<file path="src/rtl/if_stage.sv">
// +----------------------------------------------------------------------------+
// | if_stage : instruction fetch with a DEPTH-entry buffer, stall, redirect,    |
// |            halt-on-HLT. Optional IF_PERF_CNT_EN adds fetch/bubble counters.|
// | Revision : 1.0                                                             |
// +----------------------------------------------------------------------------+
`default_nettype none

module if_stage #(
  parameter int          DEPTH      = 2,
  parameter logic [15:0] RESET_PC   = 16'h0000,
  parameter logic [3:0]  HLT_OPCODE = 4'hF,
  parameter logic [15:0] NOP_INSTR  = 16'h0000
) (
  input  logic        i_clk,
  input  logic        i_nRst,
  output logic        o_imemReq,
  output logic [15:0] o_imemAddr,
  input  logic        i_imemAck,
  input  logic [15:0] i_imemData,
  input  logic        i_stall,
  input  logic        i_redirect,
  input  logic [15:0] i_target,
  output logic [15:0] o_instr,
  output logic [15:0] o_pc,
  output logic        o_valid,
  output logic        o_halted
`ifdef IF_PERF_CNT_EN
  ,
  output logic [15:0] o_fetchCnt,
  output logic [15:0] o_bubbleCnt
`endif
);

  localparam int            AW      = (DEPTH > 1) ? $clog2(DEPTH) : 1;
  localparam int            CW      = AW + 1;
  localparam logic [CW-1:0] C_DEPTH = CW'(DEPTH);

  typedef enum logic [0:0] {
    ST_RUN    = 1'b0,
    ST_HALTED = 1'b1
  } state_e;

  state_e        state_q, state_d;
  logic [15:0]   fpc_q, fpc_d;
  logic [CW-1:0] count_q, count_d;
  logic [AW-1:0] rd_ptr_q, rd_ptr_d;
  logic [AW-1:0] wr_ptr_q, wr_ptr_d;
  logic [15:0]   last_pc_q;
  logic [15:0]   instr_mem_q [DEPTH];
  logic [15:0]   pc_mem_q    [DEPTH];
  logic          w_xfer;
  logic          w_pop;

  // Request uses the registered count only, so a full buffer never refetches on a pop.
  assign o_imemReq  = i_nRst && (state_q == ST_RUN) && (count_q < C_DEPTH) && !i_redirect;
  assign o_imemAddr = fpc_q;
  assign w_xfer     = o_imemReq && i_imemAck;
  assign o_valid    = (count_q != '0);
  assign w_pop      = o_valid && !i_stall;
  assign o_instr    = o_valid ? instr_mem_q[rd_ptr_q] : NOP_INSTR;
  assign o_pc       = o_valid ? pc_mem_q[rd_ptr_q] : last_pc_q;
  assign o_halted   = (state_q == ST_HALTED);

  always_comb begin
    state_d  = state_q;
    fpc_d    = fpc_q;
    count_d  = count_q;
    rd_ptr_d = rd_ptr_q;
    wr_ptr_d = wr_ptr_q;
    if (i_redirect) begin
      state_d  = ST_RUN;
      fpc_d    = i_target;
      count_d  = '0;
      rd_ptr_d = '0;
      wr_ptr_d = '0;
    end else begin
      if (w_xfer) begin
        fpc_d    = fpc_q + 16'd1;
        wr_ptr_d = wr_ptr_q + AW'(1);
        if (i_imemData[15:12] == HLT_OPCODE) begin
          state_d = ST_HALTED;
        end
      end
      if (w_pop) begin
        rd_ptr_d = rd_ptr_q + AW'(1);
      end
      count_d = count_q + CW'(w_xfer) - CW'(w_pop);
    end
  end

  always_ff @(posedge i_clk or negedge i_nRst) begin
    if (!i_nRst) begin
      state_q   <= ST_RUN;
      fpc_q     <= RESET_PC;
      count_q   <= '0;
      rd_ptr_q  <= '0;
      wr_ptr_q  <= '0;
      last_pc_q <= 16'h0000;
    end else begin
      state_q   <= state_d;
      fpc_q     <= fpc_d;
      count_q   <= count_d;
      rd_ptr_q  <= rd_ptr_d;
      wr_ptr_q  <= wr_ptr_d;
      last_pc_q <= o_pc;
    end
  end

  // Buffer payload needs no reset; o_valid masks stale slots.
  always_ff @(posedge i_clk) begin
    if (w_xfer) begin
      instr_mem_q[wr_ptr_q] <= i_imemData;
      pc_mem_q[wr_ptr_q]    <= fpc_q + 16'd1;
    end
  end

`ifdef IF_PERF_CNT_EN
  logic [15:0] fetch_cnt_q;
  logic [15:0] bubble_cnt_q;

  always_ff @(posedge i_clk or negedge i_nRst) begin
    if (!i_nRst) begin
      fetch_cnt_q  <= 16'h0000;
      bubble_cnt_q <= 16'h0000;
    end else begin
      if (w_xfer) begin
        fetch_cnt_q <= fetch_cnt_q + 16'd1;
      end
      if (!o_valid && (state_q == ST_RUN)) begin
        bubble_cnt_q <= bubble_cnt_q + 16'd1;
      end
    end
  end

  assign o_fetchCnt  = fetch_cnt_q;
  assign o_bubbleCnt = bubble_cnt_q;
`endif

endmodule

`default_nettype wire

</file>
<file path="config.mk">
export PLATFORM = sky130hd
export DESIGN_NAME = if_stage
export DESIGN_NICKNAME = d
export VERILOG_FILES = /design/src/rtl/if_stage.sv
export SDC_FILE = /design/constraint.sdc
export NUM_CORES = 1
export LEC_CHECK = 0
export ABC_CLOCK_PERIOD_IN_PS = 5500
export CAP_MARGIN = 40
export CORE_MARGIN = 10
export CORE_UTILIZATION = 25
export DETAILED_ROUTE_END_ITERATION = 7
export GPL_TIMING_DRIVEN = 0
export SLEW_MARGIN = 20
export SYNTH_ARGS = -nofsm -noshare
export SYNTH_HDL_FRONTEND = slang
export SYNTH_SLANG_ARGS = --single-unit
export TNS_END_PERCENT = 10
</file>
<file path="constraint.sdc">
create_clock -name i_clk -period 5.5 [get_ports i_clk]
set_input_delay 0.825 -clock i_clk [delete_from_list [all_inputs] [get_ports i_clk]]
set_output_delay 0.825 -clock i_clk [all_outputs]
set_load 0.02 [all_outputs]
</file>
**After elaboration in Yosys (flattened, before gate mapping)**

Memories as Yosys holds them, arrays and structs flattened.
Cells that the tools add are included.

- Latch bits: 0
- Bits in writable memories: 64
- Output and inout bits: 51
- Logic and storage cells: 42
- Bits in read-only memories: 0
- Memories kept: 2
- Flip-flop bits (word level): 37
- Input bits: 37

- Divide/modulo/power cells: 0
- Bitwise gates (word level): 1
- Order comparisons: 1
- Multiply operators: 0
- Shift operators: 0
- Reduce and logical (&&, ||, !) cells: 12
- Add/subtract/negate cells: 5
- Equal/unequal tests: 1
- Muxes and demuxes: 14

Memories:

| name | words | bits a word | rd ports | clocked after memory_dff | write ports | RTL line | source |
|---|---|---|---|---|---|---|---|
| instr_mem_q | 2 | 16 | 1 | 0 | 1 | 49 | `logic [15:0] instr_mem_q [DEPTH];` |
| pc_mem_q | 2 | 16 | 1 | 0 | 1 | 50 | `logic [15:0] pc_mem_q [DEPTH];` |

Operators by type and width:

| kind | number |
|---|---|
| $mux 16 | 4 |
| $add 16x1->16 const B | 1 |
| $mux 1 | 9 |
| $reduce_bool 2->1 | 4 |
| $logic_and 1x1->1 | 5 |
| $eq 4x4->1 const B | 1 |
| $add 1x1->1 const B | 2 |
| $add 2x1->2 | 1 |
| $logic_not 1->1 | 2 |
| $lt 2x2->1 const B | 1 |
| $mux 2 | 1 |
| $reduce_and 2->1 | 1 |
| $sub 2x1->2 | 1 |
| $not 1->1 | 1 |

**Depth between registers and ports, before layout**

Gate-level depths: netlist (run 1).

- Depth in word-level cells: 8
- Gate-level depth with buffers: 10
- Gate-level depth less buffers: 8

**Worst setup path before layout (run 1)**

OpenSTA, ideal clock, no wires.

- Path type: input-to-reg
- Start point: in i_redirect
- End point: mem instr_mem_q[0][0], enable pin
- Data arrival time: 3.249 ns
- Library setup time: 0.423 ns
- Setup slack: 1.829 ns
- Path buffers: 2
- Required time: 5.077 ns
- Cell stages on the path: 6
- Path through: nor4b_4 > and2_0 > buf_2 > inv_1 > buf_2 > nor2_1

- Longest elaborated chain between the ends: 5

RTL lines:

| what | RTL line | source |
|---|---|---|
| from (decl) | 21 | `input logic i_redirect,` |
| $logic_not 1->1 | 55 | `assign o_imemReq = i_nRst && (state_q == ST_RUN) && (count_q < C_DEPTH) && !i_redirect;` |
| $logic_and 1x1->1 | 55 |  |
| $logic_and 1x1->1 | 57 | `assign w_xfer = o_imemReq && i_imemAck;` |
| $mux 1 | 111 | `if (w_xfer) begin` |
| $mux 1 (not written as such) | 112 | `instr_mem_q[wr_ptr_q] <= i_imemData;` |
| to (decl) | 49 |  |

Every way passes these cells.

**Final worst setup path (run 1)**

- Start point: reg rd_ptr_q
- End point: out o_pc[7]

- Longest elaborated chain between the ends: 2

RTL lines:

| what | RTL line | source |
|---|---|---|
| from (decl) | 46 | `logic [AW-1:0] rd_ptr_q, rd_ptr_d;` |
| from (signal assigned) | 103 | `rd_ptr_q <= rd_ptr_d;` |
| $mem_v2 2x16 | -- |  |
| $mux 16 | 61 | `assign o_pc = o_valid ? pc_mem_q[rd_ptr_q] : last_pc_q;` |
| to (decl) | 24 | `output logic [15:0] o_pc,` |

Every way passes these cells.

==> run_results.csv, run 1 <==
group,metric,value,unit
clocking,ctsHoldBuffers,0,
sta,finalSetupViolations,0,
route,initialDrtViolationCount,185,
placement,dpl_cell_area,5480,um2
floorplanning,ios,88,
synth,synth_warnings,0,
sta,slew_headroom,0.488,
setup_path,cpPeakStageDelay,660,ps
floorplanning,die_w,151,um
floorplanning,die_h,151,um
global_routing,busiest_layer,"met2",
clocking,h-tree-depth,3,
placement,io_buffers,87,
setup_path,worstPathMaxFanout,10,
synth,syn_area,4260,um2
setup_path,worstPathRequired,4680,ps
global_routing,grt_pass1_vias,3151,
placement,detailed_place_hpwl,8180,um
global_routing,grtUsageTotal,0.101,
setup_path,crit_chain,"clkbuf_1 -> buf_1 -> mux2i_1 -> o21ai_0 -> clkdlybuf4s50_1",
placement,dpl.cell_count,630,
setup_path,crit_path_start_kind,"flip-flop",
clocking,cts_resized,0,
setup_path,path_class,"flip-flop to output pin",
route,routed_wl,11100,um
global_routing,antenna_found_initial,1,
cells_and_area,layoutNonFillerInstCount,647,
sta,rsz0062_at_grt,"no",
global_routing,grt_pass1_wl,17600,um
clocking,cts_buffer_depth,2,
synth,yosysUniqueCellTypes,41,
route,ant_nets,0,
clocking,cts_root_buf,"clkbuf_16",
setup_path,cp.arrival,2730,ps
power,leakagePower,2.08,nW
sta,fin_crit_sh,0.646,
clocking,cts_made_buffers,9,
setup_path,reg2regPathDepth,7,
clocking,cts.sinks,101,
synth,yosysTopAreaCell,"edfxtp_1",
cells_and_area,postLayoutCellArea,5800,um2
floorplanning,core_area,16600,um2
setup_path,cp_slowest_cell,"clkdlybuf4s50_1",
clocking,cts_tree,"yes",
power,power_density,430,nW/um2
route,wl_per_cell,17.2,um
min_path,holdCritPathClass,"primary input to async pin",
sta,setup-tns-final,0,ps
floorplanning,start_util,0.256,
route,drc,0,
route,route.vias.total,2855,
sta,hold_viol,0,
synth,ys_seq_area_frac,0.669,
floorplanning,rows,47,
sta,worst_pin_slew,768,ps
setup_path,startpoint,"rd_ptr_q",
setup_path,regToRegSetupSlack,2970,ps
global_routing,grt.met2_usage,0.166,
cells_and_area,final_nets,461,
flow_run,cap_violations,0,
cells_and_area,drive_gt1_frac,0.0751,
setup_path,regToRegStartpoint,"count_q[1]",
sta,min_period,3550,ps
run_status,status,"completed",
floorplanning,die-area,22700,um2
cells_and_area,synthToLayoutAreaGrowth,36.2,%
global_routing,grt_max_degree,31,
route,firstDrtPassIters,4,
clocking,cts_setup_buffers,0,
synth,synth_fp_nets,360,
route,vias_per_cell,4.41,
synth,syn_avg_cell_area,13.3,um2
clocking,path_clk_slew,70,ps
global_routing,grt_overflow,0,
synth,synthTopCellsByArea,"edfxtp_1, dfrtp_1, mux2i_1",
synth,yosysTopAreaCellShare,0.451,
synth,postSynthCellCount,320,
setup_path,cp-end-kind,"output pin",
global_routing,grt_use_met1,0.123,
sta,finClkSkew,5.38,ps
power,ir_worst_vdd,133,uV
synth,synth-seq-cells,101,
clocking,clk_latency,340,ps
sta,fmax,281,MHz
sta,drv_slew,0,
placement,gp_congestion,0.779,
global_routing,met3_usage,0.0261,
setup_path,worst_r2r_endpoint,"instr_mem_q[0][4]",
power,p_total,2.49,mW
sequential cells by signal, indices dropped and copies added (netlist names):
signal,cells
o_halted,1
o_imemAddr,16
wr_ptr_q,1
instr_mem_q,32
last_pc_q,16
count_q,2
pc_mem_q,32
rd_ptr_q,1
layout make-up:
class	instances	area (um2)
diodes	1	2.50
plain buffers	19	76.3
clock buffers	12	268
clock inverters	4	53.8
fillers	1639	10800
inverters	8	30.0
multi-input cells	192	1310
flip-flops and latches	101	2850
well taps	220	275
repair buffers	90	933
placed cells by master (no fill, tap or decap), types with 3 or more instances in the layout:
cell             Yosys  final
a21o_1               5      5
a21oi_1              4      4
a221o_1              3      3
a22oi_1              5      5
buf_2                2      3
clkbuf_1            13     14
clkbuf_16            0     10
clkdlybuf4s50_1      0     86
dfrtp_1             37     37
edfxtp_1            64     64
ha_1                 3      3
inv_1                8      8
mux2i_1             33     33
nand2_1             24     24
nand3_1              8      8
nand4_1              4      4
nor2_1              27     26
nor4_1               4      4
o211ai_1             5      5
o21ai_0             19     19
or3_1                3      3
or4_1                5      5
xnor2_1             10     10
xor2_1               7      7
where the power goes:
part	total, mW	internal (mW)	switching (mW)
clock	0.664	0.395	0.270
sequential	0.965	0.916	0.0489
combinational	0.862	0.372	0.490
total	2.49	1.68	0.809
layer usage:
metal,part of all wire,wire (um),vias up
met5,0,0,-
met4,0.017,191,0
met3,0.063,701,10
met2,0.50,5520,74
met1,0.42,4680,1391
li1,-,-,1380
worst max path at each step:
stage,to,slack (ps),depth (start not counted)
2_1_floorplan,instr_mem_q[0][0],1830,6
3_3_place_gp,instr_mem_q[0][11],-1200,7
3_5_place_dp,instr_mem_q[0][11],1900,8
4_1_cts,o_pc[11],1880,5
5_1_grt,o_pc[11],1760,5
6_report,o_pc[7],1950,5
Yosys cell counts:
master    number
clkbuf_1      13
and2_0         1
inv_1          8
ha_1           3
or4_1          5
o21ai_0       19
nor2_1        27
mux2i_1       33
xnor2_1       10
clkbuf_2       2
a32o_1         1
o311ai_0       1
a21o_1         5
or2_2          2
a21bo_2        1
and4_1         1
nand2_1       24
xor2_1         7
dfrtp_1       37
nand3_2        1
a21oi_1        4
or3_1          3
edfxtp_1      64
nor2b_1        2
nand2_2        1
and3_2         1
and3_1         2
buf_1          2
a22oi_1        5
a32oi_1        2
nor3b_1        1
nand3_1        8
nor4_1         4
nor4b_4        1
o211ai_1       5
a221o_1        3
nor3_1         1
nand4_1        4
o21bai_1       2
a22o_1         2
buf_2          2
stage by stage:
step | setup slack [ps] | utilization | hold WS (ps)
floorplan | 1830 | - | 465
global placement | -1200 | 0.325 | 480
detailed placement | 1900 | 0.329 | 485
CTS | 1880 | 0.348 | 339
global route | 1760 | 0.348 | 348
finish | 1950 | 0.348 | 345
worst max-delay path, delay by kind of cell, from the launching register on:
kind                   cells  cell delay (ps)
AO/OA/AOI/OAI              1              280
buffers and inverters      3             1580
flip-flops                 1              320
multiplexers               1              200
logic make-up (layout without fill, tap and decap cells):
family	after synthesis	count (layout)	share of synthesized area
DFF	101	101	0.669
and+or+nand+nor	89	89	0.106
AOI/OAI and AO/OA	50	50	0.0791
muxes	33	33	0.0776
buffers and inverters	27	133	0.0250
xor gates and xnor gates	17	17	0.0350
adders and majority gates	3	3	0.00882
other	0	1	0
(Power assumes the default switching activity.)
==> run 2: changes to the inputs <==
--- a/config.mk
+++ b/config.mk
@@ -5,7 +5,7 @@
 export SDC_FILE = /design/constraint.sdc
 export NUM_CORES = 1
 export LEC_CHECK = 0
-export ABC_CLOCK_PERIOD_IN_PS = 5500
+export ABC_CLOCK_PERIOD_IN_PS = 3600
 export CAP_MARGIN = 40
 export CORE_MARGIN = 10
 export CORE_UTILIZATION = 25
==> constraint.sdc (replaced) <==
create_clock -name i_clk -period 3.6 [get_ports i_clk]
set_input_delay 0.54 -clock i_clk [delete_from_list [all_inputs] [get_ports i_clk]]
set_output_delay 0.54 -clock i_clk [all_outputs]
set_load 0.02 [all_outputs]
==> results of run 2 <==
Same layout as run 1 (identical final DEF). Status: completed.
Among the figures that moved: setup slack after placement 1900 ps -> 284 ps; setup slack after layout 1950 ps -> 332 ps; hold slack 345 ps -> 60.2 ps; register-to-register setup slack 2970 ps -> 1070 ps; total power 2.49 mW -> 3.81 mW; worst IR drop on VDD 133 uV -> 204 uV
==> run 3: changes to the inputs <==
--- a/config.mk
+++ b/config.mk
@@ -11,6 +11,7 @@
 export CORE_UTILIZATION = 25
 export DETAILED_ROUTE_END_ITERATION = 7
 export GPL_TIMING_DRIVEN = 0
+export HOLD_SLACK_MARGIN = 0.05
 export SLEW_MARGIN = 20
 export SYNTH_ARGS = -nofsm -noshare
 export SYNTH_HDL_FRONTEND = slang
==> results of run 3 <==
Same layout as run 1 (identical final DEF). Status: completed.
Among the figures that moved: setup slack after placement 1900 ps -> 284 ps; setup slack after layout 1950 ps -> 332 ps; hold slack 345 ps -> 60.2 ps; register-to-register setup slack 2970 ps -> 1070 ps; total power 2.49 mW -> 3.81 mW; worst IR drop on VDD 133 uV -> 204 uV
